### src/rtl/minicpu_pkg.sv
// Shared types and ISA constants for the multi-cycle minicpu core.
// Opcode constants are the fixed high-order instruction bits for each instruction format.
package minicpu_pkg;

  localparam logic [31:0] RESET_PC_DEF = 32'h1c00_0000;

  localparam logic [2:0] S_IDLE = 3'd0;
  localparam logic [2:0] S_IF   = 3'd1;
  localparam logic [2:0] S_ID   = 3'd2;
  localparam logic [2:0] S_EX   = 3'd3;
  localparam logic [2:0] S_MEM  = 3'd4;
  localparam logic [2:0] S_WB   = 3'd5;
  typedef logic [2:0] state_t;

  typedef enum logic [1:0] {ALU_ADD, ALU_SUB, ALU_LUI} alu_op_t;
  typedef enum logic [1:0] {BR_NONE, BR_BEQ, BR_BNE, BR_B} br_type_t;

  localparam logic [16:0] OP_ADD_W   = 17'h00020;  // inst[31:15]
  localparam logic [16:0] OP_SUB_W   = 17'h00022;
  localparam logic [9:0]  OP_ADDI_W  = 10'h00a;    // inst[31:22]
  localparam logic [9:0]  OP_LD_W    = 10'h0a2;
  localparam logic [9:0]  OP_ST_W    = 10'h0a6;
  localparam logic [6:0]  OP_LU12I_W = 7'h0a;      // inst[31:25]
  localparam logic [5:0]  OP_B       = 6'h14;      // inst[31:26]
  localparam logic [5:0]  OP_BEQ     = 6'h16;
  localparam logic [5:0]  OP_BNE     = 6'h17;

  typedef struct packed {
    alu_op_t     alu_op;
    logic        src2_is_imm;
    logic        gr_we;
    logic        mem_en;
    logic        mem_we;
    logic        src_reg_is_rd;
    br_type_t    br_type;
    logic [31:0] imm;
  } dec_t;

  function automatic logic [31:0] sext12(input logic [11:0] v);
    return {{20{v[11]}}, v};
  endfunction

endpackage

### src/rtl/minicpu_mc_if.sv
// Instruction and data req/ack memory ports of the minicpu core.
interface minicpu_mc_if;
  logic        inst_req;
  logic [31:0] inst_addr;
  logic        inst_ack;
  logic [31:0] inst_rdata;
  logic        data_req;
  logic        data_we;
  logic [31:0] data_addr;
  logic [31:0] data_wdata;
  logic        data_ack;
  logic [31:0] data_rdata;

  modport master (
    output inst_req, inst_addr, data_req, data_we, data_addr, data_wdata,
    input  inst_ack, inst_rdata, data_ack, data_rdata
  );

  modport slave (
    input  inst_req, inst_addr, data_req, data_we, data_addr, data_wdata,
    output inst_ack, inst_rdata, data_ack, data_rdata
  );
endinterface

### src/rtl/minicpu_mc_decode.sv
// Combinational decoder: instruction register to control bundle and immediate.
module minicpu_mc_decode
  import minicpu_pkg::*;
(
  input  logic [31:0] ir,
  output dec_t        dec
);

  always_comb begin
    dec         = '0;
    dec.alu_op  = ALU_ADD;
    dec.br_type = BR_NONE;
    if (ir[31:15] == OP_ADD_W) begin
      dec.gr_we = 1'b1;
    end else if (ir[31:15] == OP_SUB_W) begin
      dec.alu_op = ALU_SUB;
      dec.gr_we  = 1'b1;
    end else if (ir[31:22] == OP_ADDI_W) begin
      dec.src2_is_imm = 1'b1;
      dec.gr_we       = 1'b1;
      dec.imm         = sext12(ir[21:10]);
    end else if (ir[31:25] == OP_LU12I_W) begin
      dec.alu_op      = ALU_LUI;
      dec.src2_is_imm = 1'b1;
      dec.gr_we       = 1'b1;
      dec.imm         = {ir[24:5], 12'h000};
    end else if (ir[31:22] == OP_LD_W) begin
      dec.src2_is_imm = 1'b1;
      dec.gr_we       = 1'b1;
      dec.mem_en      = 1'b1;
      dec.imm         = sext12(ir[21:10]);
    end else if (ir[31:22] == OP_ST_W) begin
      dec.src2_is_imm   = 1'b1;
      dec.mem_en        = 1'b1;
      dec.mem_we        = 1'b1;
      dec.src_reg_is_rd = 1'b1;
      dec.imm           = sext12(ir[21:10]);
    end else if (ir[31:26] == OP_BEQ || ir[31:26] == OP_BNE) begin
      // beq/bne compare rj against rd, so the second read port is steered to rd
      dec.br_type       = (ir[31:26] == OP_BEQ) ? BR_BEQ : BR_BNE;
      dec.src_reg_is_rd = 1'b1;
      dec.imm           = {{14{ir[25]}}, ir[25:10], 2'b00};
    end else if (ir[31:26] == OP_B) begin
      dec.br_type = BR_B;
      dec.imm     = {{4{ir[9]}}, ir[9:0], ir[25:10], 2'b00};
    end
  end

endmodule

### src/rtl/minicpu_regfile.sv
// 32x32 register file, two async read ports, one write port; r0 reads as zero.
module minicpu_regfile (
  input  logic        clk,
  input  logic        resetn,
  input  logic [4:0]  raddr1,
  output logic [31:0] rdata1,
  input  logic [4:0]  raddr2,
  output logic [31:0] rdata2,
  input  logic        we,
  input  logic [4:0]  waddr,
  input  logic [31:0] wdata
);

  logic [31:0] rf [32];

  always_ff @(posedge clk or negedge resetn) begin
    if (!resetn) begin
      for (int i = 0; i < 32; i++) rf[i] <= '0;
    end else if (we && waddr != 5'd0) begin
      rf[waddr] <= wdata;
    end
  end

  assign rdata1 = (raddr1 == 5'd0) ? 32'h0 : rf[raddr1];
  assign rdata2 = (raddr2 == 5'd0) ? 32'h0 : rf[raddr2];

endmodule

### src/rtl/minicpu_mc_top.sv
// Multi-cycle LoongArch-32 subset core, IF/ID/EX/MEM/WB over req/ack memory ports.
// Optional writeback trace outputs are built when MINICPU_TRACE_EN is defined.
module minicpu_mc_top
  import minicpu_pkg::*;
#(
  parameter logic [31:0] RESET_PC = RESET_PC_DEF,
  parameter int          CNT_W    = 32
) (
  input  logic             clk,
  input  logic             resetn,
  minicpu_mc_if.master     bus,
  output logic [CNT_W-1:0] cycle_cnt,
  output logic [CNT_W-1:0] instret_cnt
`ifdef MINICPU_TRACE_EN
  ,
  output logic [31:0]      debug_wb_pc,
  output logic             debug_wb_rf_we,
  output logic [4:0]       debug_wb_rf_wnum,
  output logic [31:0]      debug_wb_rf_wdata
`endif
);

  localparam logic [CNT_W-1:0] CNT_ONE = {{(CNT_W-1){1'b0}}, 1'b1};

  state_t      state;
  dec_t        dec;
  logic [31:0] pc, ir, next_pc;
  logic [31:0] rj_val, r2_val, ex_res, ld_data;
  logic [31:0] rf_rdata1, rf_rdata2, op2, alu_res, wb_data;
  logic [4:0]  rd, rj, rk, raddr2;
  logic        rf_we, br_taken;

  assign rd = ir[4:0];
  assign rj = ir[9:5];
  assign rk = ir[14:10];

  minicpu_mc_decode u_dec (
    .ir  (ir),
    .dec (dec)
  );

  assign raddr2 = dec.src_reg_is_rd ? rd : rk;
  assign rf_we  = (state == S_WB) && dec.gr_we && (rd != 5'd0);
  assign wb_data = dec.mem_en ? ld_data : ex_res;

  minicpu_regfile u_rf (
    .clk    (clk),
    .resetn (resetn),
    .raddr1 (rj),
    .rdata1 (rf_rdata1),
    .raddr2 (raddr2),
    .rdata2 (rf_rdata2),
    .we     (rf_we),
    .waddr  (rd),
    .wdata  (wb_data)
  );

  assign op2 = dec.src2_is_imm ? dec.imm : r2_val;

  always_comb begin
    alu_res = rj_val + op2;
    case (dec.alu_op)
      ALU_SUB: alu_res = rj_val - op2;
      ALU_LUI: alu_res = dec.imm;
      default: alu_res = rj_val + op2;
    endcase
  end

  always_comb begin
    br_taken = 1'b0;
    case (dec.br_type)
      BR_BEQ:  br_taken = (rj_val == r2_val);
      BR_BNE:  br_taken = (rj_val != r2_val);
      BR_B:    br_taken = 1'b1;
      default: br_taken = 1'b0;
    endcase
  end

  // Bus outputs decode straight from state so an async reset drops them at once
  assign bus.inst_req   = (state == S_IF);
  assign bus.inst_addr  = (state == S_IF) ? pc : 32'h0;
  assign bus.data_req   = (state == S_MEM);
  assign bus.data_we    = (state == S_MEM) && dec.mem_we;
  assign bus.data_addr  = (state == S_MEM) ? ex_res : 32'h0;
  assign bus.data_wdata = ((state == S_MEM) && dec.mem_we) ? r2_val : 32'h0;

  always_ff @(posedge clk or negedge resetn) begin
    if (!resetn) begin
      state   <= S_IDLE;
      pc      <= RESET_PC;
      ir      <= '0;
      next_pc <= '0;
      rj_val  <= '0;
      r2_val  <= '0;
      ex_res  <= '0;
      ld_data <= '0;
    end else begin
      case (state)
        S_IDLE: state <= S_IF;
        S_IF: if (bus.inst_ack) begin
          ir    <= bus.inst_rdata;
          state <= S_ID;
        end
        S_ID: begin
          rj_val <= rf_rdata1;
          r2_val <= rf_rdata2;
          state  <= S_EX;
        end
        S_EX: begin
          ex_res  <= alu_res;
          next_pc <= br_taken ? pc + dec.imm : pc + 32'd4;
          state   <= dec.mem_en ? S_MEM : S_WB;
        end
        S_MEM: if (bus.data_ack) begin
          if (!dec.mem_we) ld_data <= bus.data_rdata;
          state <= S_WB;
        end
        S_WB: begin
          pc    <= next_pc;
          state <= S_IF;
        end
        default: state <= S_IDLE;
      endcase
    end
  end

  always_ff @(posedge clk or negedge resetn) begin
    if (!resetn) begin
      cycle_cnt   <= '0;
      instret_cnt <= '0;
    end else begin
      if (state != S_IDLE) cycle_cnt   <= cycle_cnt + CNT_ONE;
      if (state == S_WB)   instret_cnt <= instret_cnt + CNT_ONE;
    end
  end

`ifdef MINICPU_TRACE_EN
  assign debug_wb_pc       = (state == S_WB) ? pc : 32'h0;
  assign debug_wb_rf_we    = rf_we;
  assign debug_wb_rf_wnum  = (state == S_WB) ? rd : 5'd0;
  assign debug_wb_rf_wdata = (state == S_WB) ? wb_data : 32'h0;
`endif

endmodule
### src/flat_wrapper.sv
// flat-port wrapper written by rule: the top's interface ports become plain ports
module minicpu_mc_top_flat import minicpu_pkg::*;
#(
  parameter logic [31:0] RESET_PC = RESET_PC_DEF,
  parameter int          CNT_W    = 32
)
  (clk, resetn, cycle_cnt, instret_cnt, bus_inst_req, bus_inst_addr, bus_data_req, bus_data_we, bus_data_addr, bus_data_wdata, bus_inst_ack, bus_inst_rdata, bus_data_ack, bus_data_rdata);
  minicpu_mc_if bus_i ();
  input  logic clk;
  input  logic resetn;
  output logic [CNT_W-1:0] cycle_cnt;
  output logic [CNT_W-1:0] instret_cnt;
  output wire logic [$bits(bus_i.inst_req)-1:0] bus_inst_req;
  output wire logic [$bits(bus_i.inst_addr)-1:0] bus_inst_addr;
  output wire logic [$bits(bus_i.data_req)-1:0] bus_data_req;
  output wire logic [$bits(bus_i.data_we)-1:0] bus_data_we;
  output wire logic [$bits(bus_i.data_addr)-1:0] bus_data_addr;
  output wire logic [$bits(bus_i.data_wdata)-1:0] bus_data_wdata;
  input wire logic [$bits(bus_i.inst_ack)-1:0] bus_inst_ack;
  input wire logic [$bits(bus_i.inst_rdata)-1:0] bus_inst_rdata;
  input wire logic [$bits(bus_i.data_ack)-1:0] bus_data_ack;
  input wire logic [$bits(bus_i.data_rdata)-1:0] bus_data_rdata;
  assign bus_inst_req = bus_i.inst_req;
  assign bus_inst_addr = bus_i.inst_addr;
  assign bus_data_req = bus_i.data_req;
  assign bus_data_we = bus_i.data_we;
  assign bus_data_addr = bus_i.data_addr;
  assign bus_data_wdata = bus_i.data_wdata;
  assign bus_i.inst_ack = bus_inst_ack;
  assign bus_i.inst_rdata = bus_inst_rdata;
  assign bus_i.data_ack = bus_data_ack;
  assign bus_i.data_rdata = bus_data_rdata;
  minicpu_mc_top #(.RESET_PC(RESET_PC), .CNT_W(CNT_W)) u_core (.clk(clk), .resetn(resetn), .bus(bus_i), .cycle_cnt(cycle_cnt), .instret_cnt(instret_cnt));
endmodule
### config.mk
export PLATFORM = sky130hd
export DESIGN_NAME = minicpu_mc_top_flat
export DESIGN_NICKNAME = d
export VERILOG_FILES = /design/src/rtl/minicpu_pkg.sv /design/src/rtl/minicpu_mc_if.sv /design/src/rtl/minicpu_mc_decode.sv /design/src/rtl/minicpu_regfile.sv /design/src/rtl/minicpu_mc_top.sv /design/src/flat_wrapper.sv
export SDC_FILE = /design/constraint.sdc
export NUM_CORES = 2
export LEC_CHECK = 0
export CELL_PAD_IN_SITES_DETAIL_PLACEMENT = 1
export CELL_PAD_IN_SITES_GLOBAL_PLACEMENT = 2
export CORE_ASPECT_RATIO = 1.1
export CORE_MARGIN = 2
export CORE_UTILIZATION = 45
export DETAILED_ROUTE_END_ITERATION = 8
export MAX_ROUTING_LAYER = met4
export PLACE_DENSITY_LB_ADDON = 0.1
export SKIP_CTS_REPAIR_TIMING = 1
export SYNTH_ARGS = -nofsm -noshare
export SYNTH_HDL_FRONTEND = slang
export SYNTH_SLANG_ARGS = --single-unit
### constraint.sdc
create_clock -name clk -period 15.7 [get_ports clk]
set_input_delay 3.14 -clock clk [delete_from_list [all_inputs] [get_ports clk]]
set_output_delay 3.14 -clock clk [all_outputs]
set_load 0.1 [all_outputs]
==> results.yml <==
setup_path:
  startpoint_type: "register"
  worstPathRequired_ps: 12560
  cp_max_fo: 24
  critPathArrivalTime_ps: 4590
  criticalPathCategory: "reg -> out"
  critical-path-max-stage-delay_ps: 1140
  crit_top_cell: "and3_1"
  cp-end-kind: "primary output"
  crit_chain: "nor4b_4 -> and3_1 -> and3_1 -> buf_4 -> and2_1 -> clkdlybuf4s50_1"
  cpMaxStageDelayCell: "clkdlybuf4s50_1"
die:
  rows: 152
  coreArea_um2: 156000
  ios: 231
  die_w_um: 381
  start_util: 0.452
  die_area_um2: 159000
  die-height_um: 418
power_and_ir_drop:
  switching_share: 0.424
  p_leak_nw: 34.8
  comb_power_share: 0.393
  p_switching_mw: 5.50
  power_frac_clock: 0.278
  p_per_area_nw_per_um2: 163
  vdd_drop_max_v: 0.000193
  pwr-share-seq: 0.329
  internal_power_mw: 7.46
clock_tree:
  clk_path_buf_depth: 3
  h-tree-depth: 4
  cts_tree: "yes"
  clock-root-buffer: "clkbuf_16"
  path_clk_slew_ps: 60
  cts_made_buffers: 147
  cts_sinks: 1315
  clk_latency_ps: 830
global_routing:
  grt_max_degree: 194
  grt_pass1_vias: 56500
  grt_use_total: 0.332
  grt_pass1_wl_mm: 383
  grt_overflow_total: 0
  antenna_found_initial: 12
job:
  maxCapViolCount: 0
place:
  place_worst_setup_slack_ps: 8750
  gp_congestion: 0.941
  io_buffers: 230
  dp_hpwl_mm: 157
timing:
  finalHoldViolCount: 0
  period_share: 0.492
  relSlewSlack: 0.161
  tns_ps: 0
  fin_skew_ps: 25.4
  fmaxAchievable_ghz: 0.129
  setup_viol: 0
  slew_violations: 0
  rsz0062_at_grt: "false"
  fin_crit_ps: 7730
  tightestPinTransition_ps: 1230
  layout_setup_ws_ps: 7970
routing:
  ant_nets: 0
  firstDrtPassIters: 6
  post_drt_wl_per_cell_um: 29.5
  dr.max_layer_used: "met4"
  wl_met2_mm: 125
  met1Wirelength_mm: 108
  wl_met3_mm: 14.3
  via_per_inst: 6.28
  num_vias: 54500
  postRouteWirelength_mm: 256
  drc_errors: 0
  first_iter_violations: 4716
yosys:
  ys_warn_count: 0
  syn_avg_cell_area_um2: 10.7
  synth-seq-cells: 1315
  synth-edff-count: 0
  synth-main-ff-cell: "dfrtp_1"
  ys_seq_area_frac: 0.468
  syn_nets: 6706
  postSynthCellCount: 6570
  synth.distinct_cells: 81
  async_reset_ff_frac: 1.00
  syn_area_um2: 70300
cells_and_area:
  regMostFlops: "u_core.u_rf.rf"
  fin_nets: 6604
  largest_reg_flops: 1024
  area_growth_pct: 12.9
  drive_above_1_share: 0.172
outcome:
  outcome: "completed"
min_path:
  hp-class: "reg -> reg"
cells by family (layout without fill, tap and decap cells):
kind of cell,count (synthesis),after routing,share of synthesized area
compound gates,1586,1586,0.125
simple gates,1981,1981,0.123
buf+inv,631,647,0.0357
other cells,0,4,0
mux,787,787,0.211
xor+xnor,202,202,0.0252
fa+ha+maj,68,68,0.0123
flops,1315,1315,0.468
synth_stat cells (47+ instances only):
cell type | n | area (um^2)
mux2_2 | 116 | 1310
nor2b_1 | 104 | 651
xnor2_1 | 115 | 1010
and2_1 | 78 | 488
a211oi_1 | 83 | 623
a21oi_1 | 669 | 3350
o21ai_0 | 577 | 2890
and3_1 | 65 | 407
clkbuf_1 | 493 | 1850
buf_1 | 51 | 191
nand2_1 | 879 | 3300
a22oi_1 | 47 | 353
ha_1 | 66 | 826
mux4_2 | 544 | 12300
xor2_1 | 87 | 762
nor2_1 | 650 | 2440
mux2i_1 | 127 | 1270
dfrtp_1 | 1312 | 32800
nand3_1 | 60 | 300
cells in the final DEF, fill, tap and decap left out, types with 28 or more instances in the layout:
master	n
a22oi_1	47
and3_1	63
a211oi_1	83
nor2b_1	104
ha_1	66
nand2_1	867
clkbuf_16	148
o21ai_0	577
clkdlybuf4s50_1	229
nand3_1	55
o31ai_1	45
and2_1	78
nor2_1	636
mux2i_1	91
xor2_1	87
clkbuf_1	39
a21oi_1	669
nor3_1	28
buf_4	114
dfrtp_1	1307
o22ai_1	41
a21o_1	29
clkbuf_8	32
mux2_2	116
mux2i_2	30
xnor2_1	115
mux4_2	544
per-layer routing:
metal  GRT usage  vias to the layer above
met5           -                        -
met1       0.433                    28700
li1            -                    23400
met4       0.108                        0
met3      0.0471                      448
met2       0.539                     1891
critical path, delay by kind of cell (launching register included):
| kind | cells | cell delay [ps] |
|---|---|---|
| AND/OR/NAND/NOR | 4 | 1720 |
| buffers and inverters | 2 | 1520 |
| flip-flops | 1 | 500 |
power groups by stage:
stage / clock network, mW / logic, mW / registers (mW)
global route: 3.80 / 5.40 / 4.28
CTS: 3.67 / 5.09 / 4.25
finish: 3.60 / 5.09 / 4.26
global placement: 0 / 5.02 / 4.29
detailed placement: 0 / 5.07 / 4.30
floorplan: 0 / 3.42 / 4.03
final cells by class:
| class | count | area (um^2) |
|---|---|---|
| Clock buffer | 219 | 4290 |
| Clock inverter | 48 | 699 |
| Antenna cell | 4 | 10.0 |
| Fill cell | 16600 | 76200 |
| Tap cell | 2079 | 2600 |
| Multi-Input combinational cell | 4624 | 35300 |
| Inverter | 24 | 90.1 |
| Timing Repair Buffer | 356 | 3420 |
| Sequential cell | 1315 | 32900 |
per-stage QoR:
| stage | area (um^2) | cells | hold WS [ps] | utilization | power, mW |
|---|---|---|---|---|---|
| 6_report | 79400 | 8669 | 397 | 0.510 | 13.0 |
| 3_5_place_dp | 74400 | 8398 | 384 | 0.478 | 9.38 |
| 5_1_grt | 79400 | 8668 | 410 | 0.510 | 13.5 |
| 4_1_cts | 79400 | 8665 | 399 | 0.510 | 13.0 |
| 2_1_floorplan | 70300 | 6570 | 439 | - | 7.45 |
| 3_3_place_gp | 74400 | 8398 | 377 | 0.478 | 9.31 |
worst paths after layout:
kind	slack (ps)	startpoint	cells after the start	endpoint
setup / recovery	7970	u_core.ir[23]	6	bus_data_wdata[30]
hold / removal	400	u_core.u_rf.rf[1009]	0	u_core.u_rf.rf[1009]
setup reg to reg	9180	u_core.ir[24]	23	u_core.ex_res[29]
hold reg to reg	400	u_core.u_rf.rf[1009]	0	u_core.u_rf.rf[1009]
max in group asynchronous	10400	resetn	4	u_core.u_rf.rf[506]
min in group asynchronous	2240	resetn	1	u_core.cycle_cnt[28]
Note: power is estimated with default switching activity, not from simulation.
